File: src/rtl/pulse_rate_counter_if.sv
// Bundles the pulse_rate_counter data, control and result signals.
// Latency: none (wires only).
// Backpressure: the result side is a valid/ready pair (rate_valid / rate_ready).
//
// Optional feature macro: PULSE_RATE_PEAK_EN adds rate_peak (max pulse_count in the window).
// Signals: valid_in, pulse_count (upstream beat); gate_beats, continuous,
// start, stop (control); rate_out, rate_valid, rate_ready, rate_sat,
// overrun, busy (result and status).
interface pulse_rate_counter_if #(
  parameter int CNT_WIDTH  = 32,
  parameter int GATE_WIDTH = 24
);
  logic                  valid_in;
  logic [4:0]            pulse_count;
  logic [GATE_WIDTH-1:0] gate_beats;
  logic                  continuous;
  logic                  start;
  logic                  stop;
  logic [CNT_WIDTH-1:0]  rate_out;
  logic                  rate_valid;
  logic                  rate_ready;
  logic                  rate_sat;
  logic                  overrun;
  logic                  busy;
`ifdef PULSE_RATE_PEAK_EN
  logic [4:0]            rate_peak;

  // master: the side driving beats/control and consuming results
  modport master (
    output valid_in, pulse_count, gate_beats, continuous, start, stop, rate_ready,
    input  rate_out, rate_valid, rate_sat, overrun, busy, rate_peak
  );
  // slave: the counter itself
  modport slave (
    input  valid_in, pulse_count, gate_beats, continuous, start, stop, rate_ready,
    output rate_out, rate_valid, rate_sat, overrun, busy, rate_peak
  );
`else
  modport master (
    output valid_in, pulse_count, gate_beats, continuous, start, stop, rate_ready,
    input  rate_out, rate_valid, rate_sat, overrun, busy
  );
  modport slave (
    input  valid_in, pulse_count, gate_beats, continuous, start, stop, rate_ready,
    output rate_out, rate_valid, rate_sat, overrun, busy
  );
`endif
endinterface

File: src/rtl/pulse_rate_counter.sv
// Gated accumulator: sums per-beat pulse counts over a window of gate_reg valid beats.
// Latency: rate_valid rises 1 cycle after the closing beat; busy follows start/close/stop by 1 cycle.
// Backpressure: 1-deep result register; a close while a result is held and not consumed drops the new result and sets overrun.
//
// Optional feature macro: PULSE_RATE_PEAK_EN (adds bus.rate_peak, the max pulse_count of the window).
// Ports: clk, rst (async active-high); bus (pulse_rate_counter_if.slave) carrying
// beat input, window control, the valid/ready result register and status.
module pulse_rate_counter #(
  parameter int CNT_WIDTH  = 32,
  parameter int GATE_WIDTH = 24
) (
  input logic                 clk,
  input logic                 rst,
  pulse_rate_counter_if.slave bus
);

  typedef enum logic {IDLE = 1'b0, COUNT = 1'b1} state_t;

  state_t                state_q, state_d;
  logic [CNT_WIDTH-1:0]  acc_q, acc_d;
  logic                  win_sat_q, win_sat_d;
  logic [GATE_WIDTH-1:0] beat_cnt_q, beat_cnt_d;
  logic [GATE_WIDTH-1:0] gate_q, gate_d;
  logic [CNT_WIDTH-1:0]  rate_out_q, rate_out_d;
  logic                  rate_valid_q, rate_valid_d;
  logic                  rate_sat_q, rate_sat_d;
  logic                  overrun_q, overrun_d;
`ifdef PULSE_RATE_PEAK_EN
  logic [4:0]            peak_q, peak_d, peak_new;
  logic [4:0]            rate_peak_q, rate_peak_d;
`endif

  logic [CNT_WIDTH:0]    sum_w;
  logic [CNT_WIDTH-1:0]  sum_sat;
  logic                  sum_ovf;
  logic                  start_go, count_beat, closing, load, accept;

  // One extra bit catches the carry out; clamp to all-ones when it is set.
  assign sum_w   = {1'b0, acc_q} + {{(CNT_WIDTH-4){1'b0}}, bus.pulse_count};
  assign sum_ovf = sum_w[CNT_WIDTH];
  assign sum_sat = sum_ovf ? '1 : sum_w[CNT_WIDTH-1:0];

  assign start_go   = (state_q == IDLE) && bus.start && !bus.stop;
  // stop in COUNT pre-empts any beat, including a closing one
  assign count_beat = (state_q == COUNT) && bus.valid_in && !bus.stop;
  assign closing    = count_beat && (beat_cnt_q == gate_q - GATE_WIDTH'(1));
  assign accept     = rate_valid_q && bus.rate_ready;
  // A result held this cycle can still make room if it is consumed now.
  assign load       = closing && (!rate_valid_q || bus.rate_ready);

`ifdef PULSE_RATE_PEAK_EN
  assign peak_new = (bus.pulse_count > peak_q) ? bus.pulse_count : peak_q;
`endif

  // state register
  always_ff @(posedge clk or posedge rst) begin
    if (rst) state_q <= IDLE;
    else     state_q <= state_d;
  end

  // next-state logic
  always_comb begin
    state_d = state_q;
    case (state_q)
      IDLE:    if (start_go) state_d = COUNT;
      COUNT: begin
        if (bus.stop)                          state_d = IDLE;
        else if (closing && !bus.continuous)   state_d = IDLE;
      end
      default: state_d = IDLE;
    endcase
  end

  // outputs
  always_comb begin
    bus.busy       = (state_q == COUNT);
    bus.rate_out   = rate_out_q;
    bus.rate_valid = rate_valid_q;
    bus.rate_sat   = rate_sat_q;
    bus.overrun    = overrun_q;
`ifdef PULSE_RATE_PEAK_EN
    bus.rate_peak  = rate_peak_q;
`endif
  end

  // window datapath and result register
  always_comb begin
    acc_d        = acc_q;
    win_sat_d    = win_sat_q;
    beat_cnt_d   = beat_cnt_q;
    gate_d       = gate_q;
    rate_out_d   = rate_out_q;
    rate_valid_d = rate_valid_q;
    rate_sat_d   = rate_sat_q;
    overrun_d    = overrun_q;
`ifdef PULSE_RATE_PEAK_EN
    peak_d       = peak_q;
    rate_peak_d  = rate_peak_q;
`endif

    if (start_go) begin
      gate_d     = (bus.gate_beats == '0) ? GATE_WIDTH'(1) : bus.gate_beats;
      acc_d      = '0;
      win_sat_d  = 1'b0;
      beat_cnt_d = '0;
      overrun_d  = 1'b0;
`ifdef PULSE_RATE_PEAK_EN
      peak_d     = '0;
`endif
    end else if ((state_q == COUNT) && bus.stop) begin
      acc_d      = '0;
      win_sat_d  = 1'b0;
      beat_cnt_d = '0;
`ifdef PULSE_RATE_PEAK_EN
      peak_d     = '0;
`endif
    end else if (count_beat) begin
      if (closing) begin
        // a following window (continuous) starts from zero with no gap
        acc_d      = '0;
        win_sat_d  = 1'b0;
        beat_cnt_d = '0;
`ifdef PULSE_RATE_PEAK_EN
        peak_d     = '0;
`endif
      end else begin
        acc_d      = sum_sat;
        win_sat_d  = win_sat_q | sum_ovf;
        beat_cnt_d = beat_cnt_q + GATE_WIDTH'(1);
`ifdef PULSE_RATE_PEAK_EN
        peak_d     = peak_new;
`endif
      end
    end

    if (load) begin
      rate_out_d   = sum_sat;
      rate_sat_d   = win_sat_q | sum_ovf;
      rate_valid_d = 1'b1;
`ifdef PULSE_RATE_PEAK_EN
      rate_peak_d  = peak_new;
`endif
    end else if (accept) begin
      rate_valid_d = 1'b0;
    end

    if (closing && !load) overrun_d = 1'b1;
  end

  always_ff @(posedge clk or posedge rst) begin
    if (rst) begin
      acc_q        <= '0;
      win_sat_q    <= 1'b0;
      beat_cnt_q   <= '0;
      gate_q       <= '0;
      rate_out_q   <= '0;
      rate_valid_q <= 1'b0;
      rate_sat_q   <= 1'b0;
      overrun_q    <= 1'b0;
`ifdef PULSE_RATE_PEAK_EN
      peak_q       <= '0;
      rate_peak_q  <= '0;
`endif
    end else begin
      acc_q        <= acc_d;
      win_sat_q    <= win_sat_d;
      beat_cnt_q   <= beat_cnt_d;
      gate_q       <= gate_d;
      rate_out_q   <= rate_out_d;
      rate_valid_q <= rate_valid_d;
      rate_sat_q   <= rate_sat_d;
      overrun_q    <= overrun_d;
`ifdef PULSE_RATE_PEAK_EN
      peak_q       <= peak_d;
      rate_peak_q  <= rate_peak_d;
`endif
    end
  end

endmodule

File: src/flat_wrapper.sv
// flat-port wrapper written by rule: the top's interface ports become plain ports
module pulse_rate_counter_flat 
#(
  parameter int CNT_WIDTH  = 32,
  parameter int GATE_WIDTH = 24
)
  (clk, rst, bus_valid_in, bus_pulse_count, bus_gate_beats, bus_continuous, bus_start, bus_stop, bus_rate_ready, bus_rate_out, bus_rate_valid, bus_rate_sat, bus_overrun, bus_busy);
  pulse_rate_counter_if #(.CNT_WIDTH(CNT_WIDTH), .GATE_WIDTH(GATE_WIDTH)) bus_i ();
  input logic clk;
  input logic rst;
  input wire logic [$bits(bus_i.valid_in)-1:0] bus_valid_in;
  input wire logic [$bits(bus_i.pulse_count)-1:0] bus_pulse_count;
  input wire logic [$bits(bus_i.gate_beats)-1:0] bus_gate_beats;
  input wire logic [$bits(bus_i.continuous)-1:0] bus_continuous;
  input wire logic [$bits(bus_i.start)-1:0] bus_start;
  input wire logic [$bits(bus_i.stop)-1:0] bus_stop;
  input wire logic [$bits(bus_i.rate_ready)-1:0] bus_rate_ready;
  output wire logic [$bits(bus_i.rate_out)-1:0] bus_rate_out;
  output wire logic [$bits(bus_i.rate_valid)-1:0] bus_rate_valid;
  output wire logic [$bits(bus_i.rate_sat)-1:0] bus_rate_sat;
  output wire logic [$bits(bus_i.overrun)-1:0] bus_overrun;
  output wire logic [$bits(bus_i.busy)-1:0] bus_busy;
  assign bus_i.valid_in = bus_valid_in;
  assign bus_i.pulse_count = bus_pulse_count;
  assign bus_i.gate_beats = bus_gate_beats;
  assign bus_i.continuous = bus_continuous;
  assign bus_i.start = bus_start;
  assign bus_i.stop = bus_stop;
  assign bus_i.rate_ready = bus_rate_ready;
  assign bus_rate_out = bus_i.rate_out;
  assign bus_rate_valid = bus_i.rate_valid;
  assign bus_rate_sat = bus_i.rate_sat;
  assign bus_overrun = bus_i.overrun;
  assign bus_busy = bus_i.busy;
  pulse_rate_counter #(.CNT_WIDTH(CNT_WIDTH), .GATE_WIDTH(GATE_WIDTH)) u_core (.clk(clk), .rst(rst), .bus(bus_i));
endmodule
File: config.mk
export PLATFORM = sky130hd
export DESIGN_NAME = pulse_rate_counter_flat
export DESIGN_NICKNAME = d
export VERILOG_FILES = /design/src/rtl/pulse_rate_counter_if.sv /design/src/rtl/pulse_rate_counter.sv /design/src/flat_wrapper.sv
export SDC_FILE = /design/constraint.sdc
export NUM_CORES = 1
export LEC_CHECK = 0
export CAP_MARGIN = 20
export CORE_ASPECT_RATIO = 0.9
export CORE_UTILIZATION = 55
export DETAILED_ROUTE_END_ITERATION = 16
export GPL_ROUTABILITY_DRIVEN = 1
export PLACE_DENSITY = 0.82
export SYNTH_ARGS = -nofsm -noshare
export SYNTH_HDL_FRONTEND = slang
export SYNTH_SLANG_ARGS = --single-unit
File: constraint.sdc
create_clock -name clk -period 5.5 [get_ports clk]
set_input_delay 1.1 -clock clk [delete_from_list [all_inputs] [get_ports clk]]
set_output_delay 1.1 -clock clk [all_outputs]
set_load 0.02 [all_outputs]
==> impl_metrics.prom <==
# TYPE chip_impl_metric gauge
chip_impl_info{name="synth_top_family_by_area",value="simple AND/OR/NAND/NOR gates"} 1
chip_impl_info{name="worst_hold_path.endpoint",value="u_core.bus.rate_out[8]"} 1
chip_impl_metric{name="synth_unique_cells",unit=""} 66
chip_impl_metric{name="syn_area",unit="um2"} 7000
chip_impl_metric{name="tritoncts.num_buffers",unit=""} 17
chip_impl_metric{name="grt_use_total",unit="%"} 28.2
chip_impl_metric{name="muxShareOfSynthArea",unit="%"} 9.12
chip_impl_metric{name="skew_pair_late_insertion_delay",unit="ps"} 420
chip_impl_info{name="grt_busiest_layer",value="met2"} 1
chip_impl_metric{name="ir_worst_vdd",unit="mV"} 0.348
chip_impl_metric{name="ctsHtreeMaxLevel",unit=""} 4
chip_impl_metric{name="cts_setup_buffers",unit=""} 0
chip_impl_metric{name="synth_warnings",unit=""} 0
chip_impl_metric{name="ctsResizeCount",unit=""} 0
chip_impl_metric{name="timing.final.ws_setup",unit="ps"} 1460
chip_impl_metric{name="sw_frac_of_total",unit="%"} 26.7
chip_impl_metric{name="cts.sinks",unit=""} 117
chip_impl_metric{name="internal_power",unit="mW"} 1.83
chip_impl_info{name="grt_setup_unrepaired",value="no"} 1
chip_impl_metric{name="regToRegSetupSlack",unit="ps"} 1460
chip_impl_metric{name="timing.clock.skew",unit="ps"} 8.74
chip_impl_metric{name="worst_endpoint_required_time",unit="ps"} 5800
chip_impl_info{name="synth_top_cells_by_count",value="dfrtp_1, nand2_1, o21ai_0, inv_1, mux2_2"} 1
chip_impl_metric{name="syn_to_final_growth",unit="%"} 21.0
chip_impl_metric{name="cap_viol_max_count",unit=""} 0
chip_impl_info{name="synth.area.top_cells",value="dfrtp_1, mux2_2, nand2_1"} 1
chip_impl_metric{name="cts_buffer_depth",unit=""} 2
chip_impl_metric{name="hold_path_depth",unit=""} 1
chip_impl_info{name="worst_setup_sp_type",value="flop"} 1
chip_impl_info{name="postSynth.topFlopCell",value="dfrtp_1"} 1
chip_impl_metric{name="slew_headroom",unit="%"} 34.0
chip_impl_metric{name="timing.final.crit_period",unit="ps"} 4040
chip_impl_metric{name="die_span_in_x",unit="um"} 121
chip_impl_metric{name="num_vias",unit=""} 6147
chip_impl_metric{name="numPlacedInstances",unit=""} 936
chip_impl_metric{name="clk_transition_reported_paths",unit="ps"} 50
chip_impl_info{name="worst-setup-path-type",value="flop to flop"} 1
chip_impl_metric{name="synth_top_area_share",unit="%"} 41.8
chip_impl_metric{name="tns",unit="ps"} 0
chip_impl_metric{name="place.gp.congestion",unit=""} 0.870
chip_impl_metric{name="sequentialPowerShare",unit="%"} 39.2
chip_impl_metric{name="synth-compound-area-share",unit="%"} 17.4
chip_impl_metric{name="clock_power_share",unit="%"} 46.6
chip_impl_metric{name="ys_async_sr_fraction",unit="%"} 100
chip_impl_info{name="worst_r2r_startpoint",value="u_core.gate_q[0]"} 1
chip_impl_info{name="outcome",value="finished, final reports clean"} 1
chip_impl_info{name="yosysMostFrequentCell",value="dfrtp_1"} 1
chip_impl_metric{name="drt_iter0_drc",unit=""} 834
chip_impl_metric{name="synth-simple-area-share",unit="%"} 20.7
chip_impl_info{name="hold_path_class",value="flop to flop"} 1
chip_impl_metric{name="final_critical_path_share_of_the_clock_period",unit="%"} 73.5
chip_impl_metric{name="io_buffers",unit=""} 71
chip_impl_metric{name="post_layout_nonfiller_instances",unit=""} 969
chip_impl_metric{name="synth_fp_nets",unit=""} 774
chip_impl_metric{name="detail_route.wirelength",unit="um"} 17600
chip_impl_metric{name="grt_pass1_wl",unit="um"} 28800
chip_impl_metric{name="antenna_violations_before_repair",unit=""} 0
chip_impl_metric{name="syn_inst",unit=""} 730
chip_impl_metric{name="power.combinational.fraction",unit="%"} 14.1
chip_impl_metric{name="initial_utilization",unit="%"} 57.3
chip_impl_metric{name="final_layout_size_suffix_gt1_share",unit="%"} 13.2
chip_impl_metric{name="crit_fanout",unit=""} 33
chip_impl_metric{name="synth-edff-count",unit=""} 0
chip_impl_metric{name="cellPowerDensity",unit="nW/um2"} 295
chip_impl_metric{name="seq_area_frac_synth",unit="%"} 41.8
chip_impl_info{name="cts_root_buffer",value="clkbuf_16"} 1
chip_impl_metric{name="maxSlewViolCount",unit=""} 0
chip_impl_metric{name="floorplan.io_pins",unit=""} 72
chip_impl_metric{name="antenna_cells",unit=""} 0
chip_impl_metric{name="ant_nets",unit=""} 0
chip_impl_metric{name="cts_hold_buffers",unit=""} 0
chip_impl_metric{name="synth_fa_ha_area_share",unit="%"} 1.54
chip_impl_metric{name="groute.layer.met1.usage",unit="%"} 38.4
chip_impl_metric{name="largest_net_degree_at_the_start_of_global_routing",unit=""} 68
chip_impl_metric{name="final_setup_violations",unit=""} 0
chip_impl_metric{name="dpl_worst_slack",unit="ps"} 1210
chip_impl_metric{name="tightestPinTransition",unit="ps"} 987
chip_impl_metric{name="switchingPower",unit="uW"} 668
chip_impl_metric{name="met3_usage_grt",unit="%"} 7.22
chip_impl_metric{name="route.detailed.vias_per_inst",unit=""} 6.34
chip_impl_info{name="tritoncts",value="done"} 1
chip_impl_metric{name="core_area",unit="um2"} 12200
chip_impl_metric{name="num_rows",unit=""} 38
chip_impl_metric{name="dp.final_hpwl",unit="um"} 11800
chip_impl_metric{name="grt.overflow.total",unit=""} 0
chip_impl_metric{name="synth.avg_cell_area",unit="um2"} 9.59
chip_impl_metric{name="via_count_of_the_first_global_routing_pass",unit=""} 5810
chip_impl_metric{name="floorplan.die.height",unit="um"} 109
chip_impl_info{name="yosys_top_cell_by_area",value="dfrtp_1"} 1
chip_impl_metric{name="final_layout_worst_hold_slack",unit="ps"} 480
chip_impl_metric{name="worst-endpoint-arrival",unit="ps"} 4340
chip_impl_info{name="setup.worst_path.end_class",value="flop"} 1
chip_impl_metric{name="detail_route.first_pass.iterations",unit=""} 5
chip_impl_metric{name="drt-wirelength-per-cell",unit="um"} 18.1
chip_impl_info{name="regToRegEndpoint",value="u_core.bus.rate_out[5]"} 1
chip_impl_metric{name="area_of_the_die",unit="um2"} 13200
chip_impl_metric{name="fmax",unit="MHz"} 247
chip_impl_metric{name="drt_drc_violations_left",unit=""} 0
chip_impl_metric{name="global_route.usage.met2",unit="%"} 43.5
chip_impl_metric{name="report.final.hold_viol_count",unit=""} 0
chip_impl_metric{name="fin_nets",unit=""} 840
chip_impl_metric{name="synth_seq_cells",unit=""} 117
chip_impl_info{name="worstHoldStart",value="u_core.bus.rate_out[8]"} 1
chip_impl_metric{name="leakage",unit="nW"} 3.70
chip_impl_metric{name="synthXorXnorAreaFrac",unit="%"} 5.01
chip_impl_metric{name="ff2ff_path_depth",unit=""} 11
## logic make-up after synthesis
| kind of cell | after synthesis |
|---|---|
| AO/OA/AOI/OAI | 179 |
| multiplexers | 54 |
| adder cells (fa/ha/maj) | 8 |
| XOR/XNOR | 40 |
| AND/OR/NAND/NOR | 260 |
| flip-flops | 117 |
| buffers and inverters | 72 |
## critical path, stage by stage (launching register included)
cell and delay [ps]:
dfrtp_1 420, inv_1 100, ha_1 250, nor4b_4 440
nand4_2 290, or4_1 470, a21oi_1 270, nor2_1 80
or4_4 530, nor3b_4 170, buf_4 480, mux2_2 400
## worst max-delay path by stage
| stage | to | startpoint | depth (start not counted) | slack, ps |
|---|---|---|---|---|
| after floorplan | u_core.acc_q[0] | rst | 1 | 1300 |
| after CTS | u_core.bus.rate_sat | u_core.gate_q[0] | 11 | 1520 |
| after global routing | u_core.bus.rate_out[3] | u_core.gate_q[0] | 11 | 1250 |
| after global placement | u_core.bus.rate_out[30] | bus_pulse_count[0] | 12 | 1300 |
| final | u_core.bus.rate_out[5] | u_core.gate_q[0] | 11 | 1460 |
| after detailed placement | u_core.beat_cnt_q[4] | bus_stop | 10 | 1210 |
## power groups by stage
stage | clock [mW] | combinational, mW | sequential (mW)
after CTS | 1.18 | 0.349 | 0.976
after detailed placement | 0 | 0.344 | 0.991
after global routing | 1.23 | 0.387 | 0.987
after floorplan | 0 | 0.257 | 0.968
after global placement | 0 | 0.331 | 0.988
final | 1.16 | 0.353 | 0.979
## cells in the final DEF (no fill, tap or decap), drive strengths merged, types with 10 or more instances in the layout
cell,n
nand2,73
nand3,31
mux2,48
clkbuf,18
a31oi,17
a21o,12
nand4,14
a22o,18
o31ai,10
inv,33
buf,15
or4,19
nor2,29
xnor2,19
dfrtp,117
nor3,17
o21ai,54
nor4,15
a31o,10
clkdlybuf4s50,71
a21oi,14
xor2,21
## area by class of cell
type	instances	area [um2]
clock buffers	18	439
clock inverters	14	184
fillers	861	3750
inverters	33	126
multi-input cells	541	3760
flip-flops and latches	117	2930
well taps	160	200
repair buffers	86	831
## state kept, by name, summed over array words and instances (netlist names)
name	flops
u_core.bus.rate_sat	1
u_core.gate_q	24
u_core.bus.rate_valid	1
u_core.bus.overrun	1
u_core.win_sat_q	1
u_core.bus.rate_out	32
u_core.acc_q	32
u_core.bus.busy	1
u_core.beat_cnt_q	24
## routing by layer
metal | vias to the layer above | wire length, um
li1 | 2841 | -
met1 | 3010 | 7880
met2 | 268 | 8250
met3 | 28 | 1140
met4 | 0 | 318
met5 | - | 0
## metrics by stage
stage | util, % | area [um2] | power (mW)
after floorplan | - | 7000 | 1.22
after global placement | 64.1 | 7830 | 1.32
after detailed placement | 64.1 | 7830 | 1.33
after CTS | 69.2 | 8460 | 2.50
after global routing | 69.3 | 8470 | 2.60
final | 69.3 | 8470 | 2.50
No activity file was read; power rests on OpenSTA's default activity.
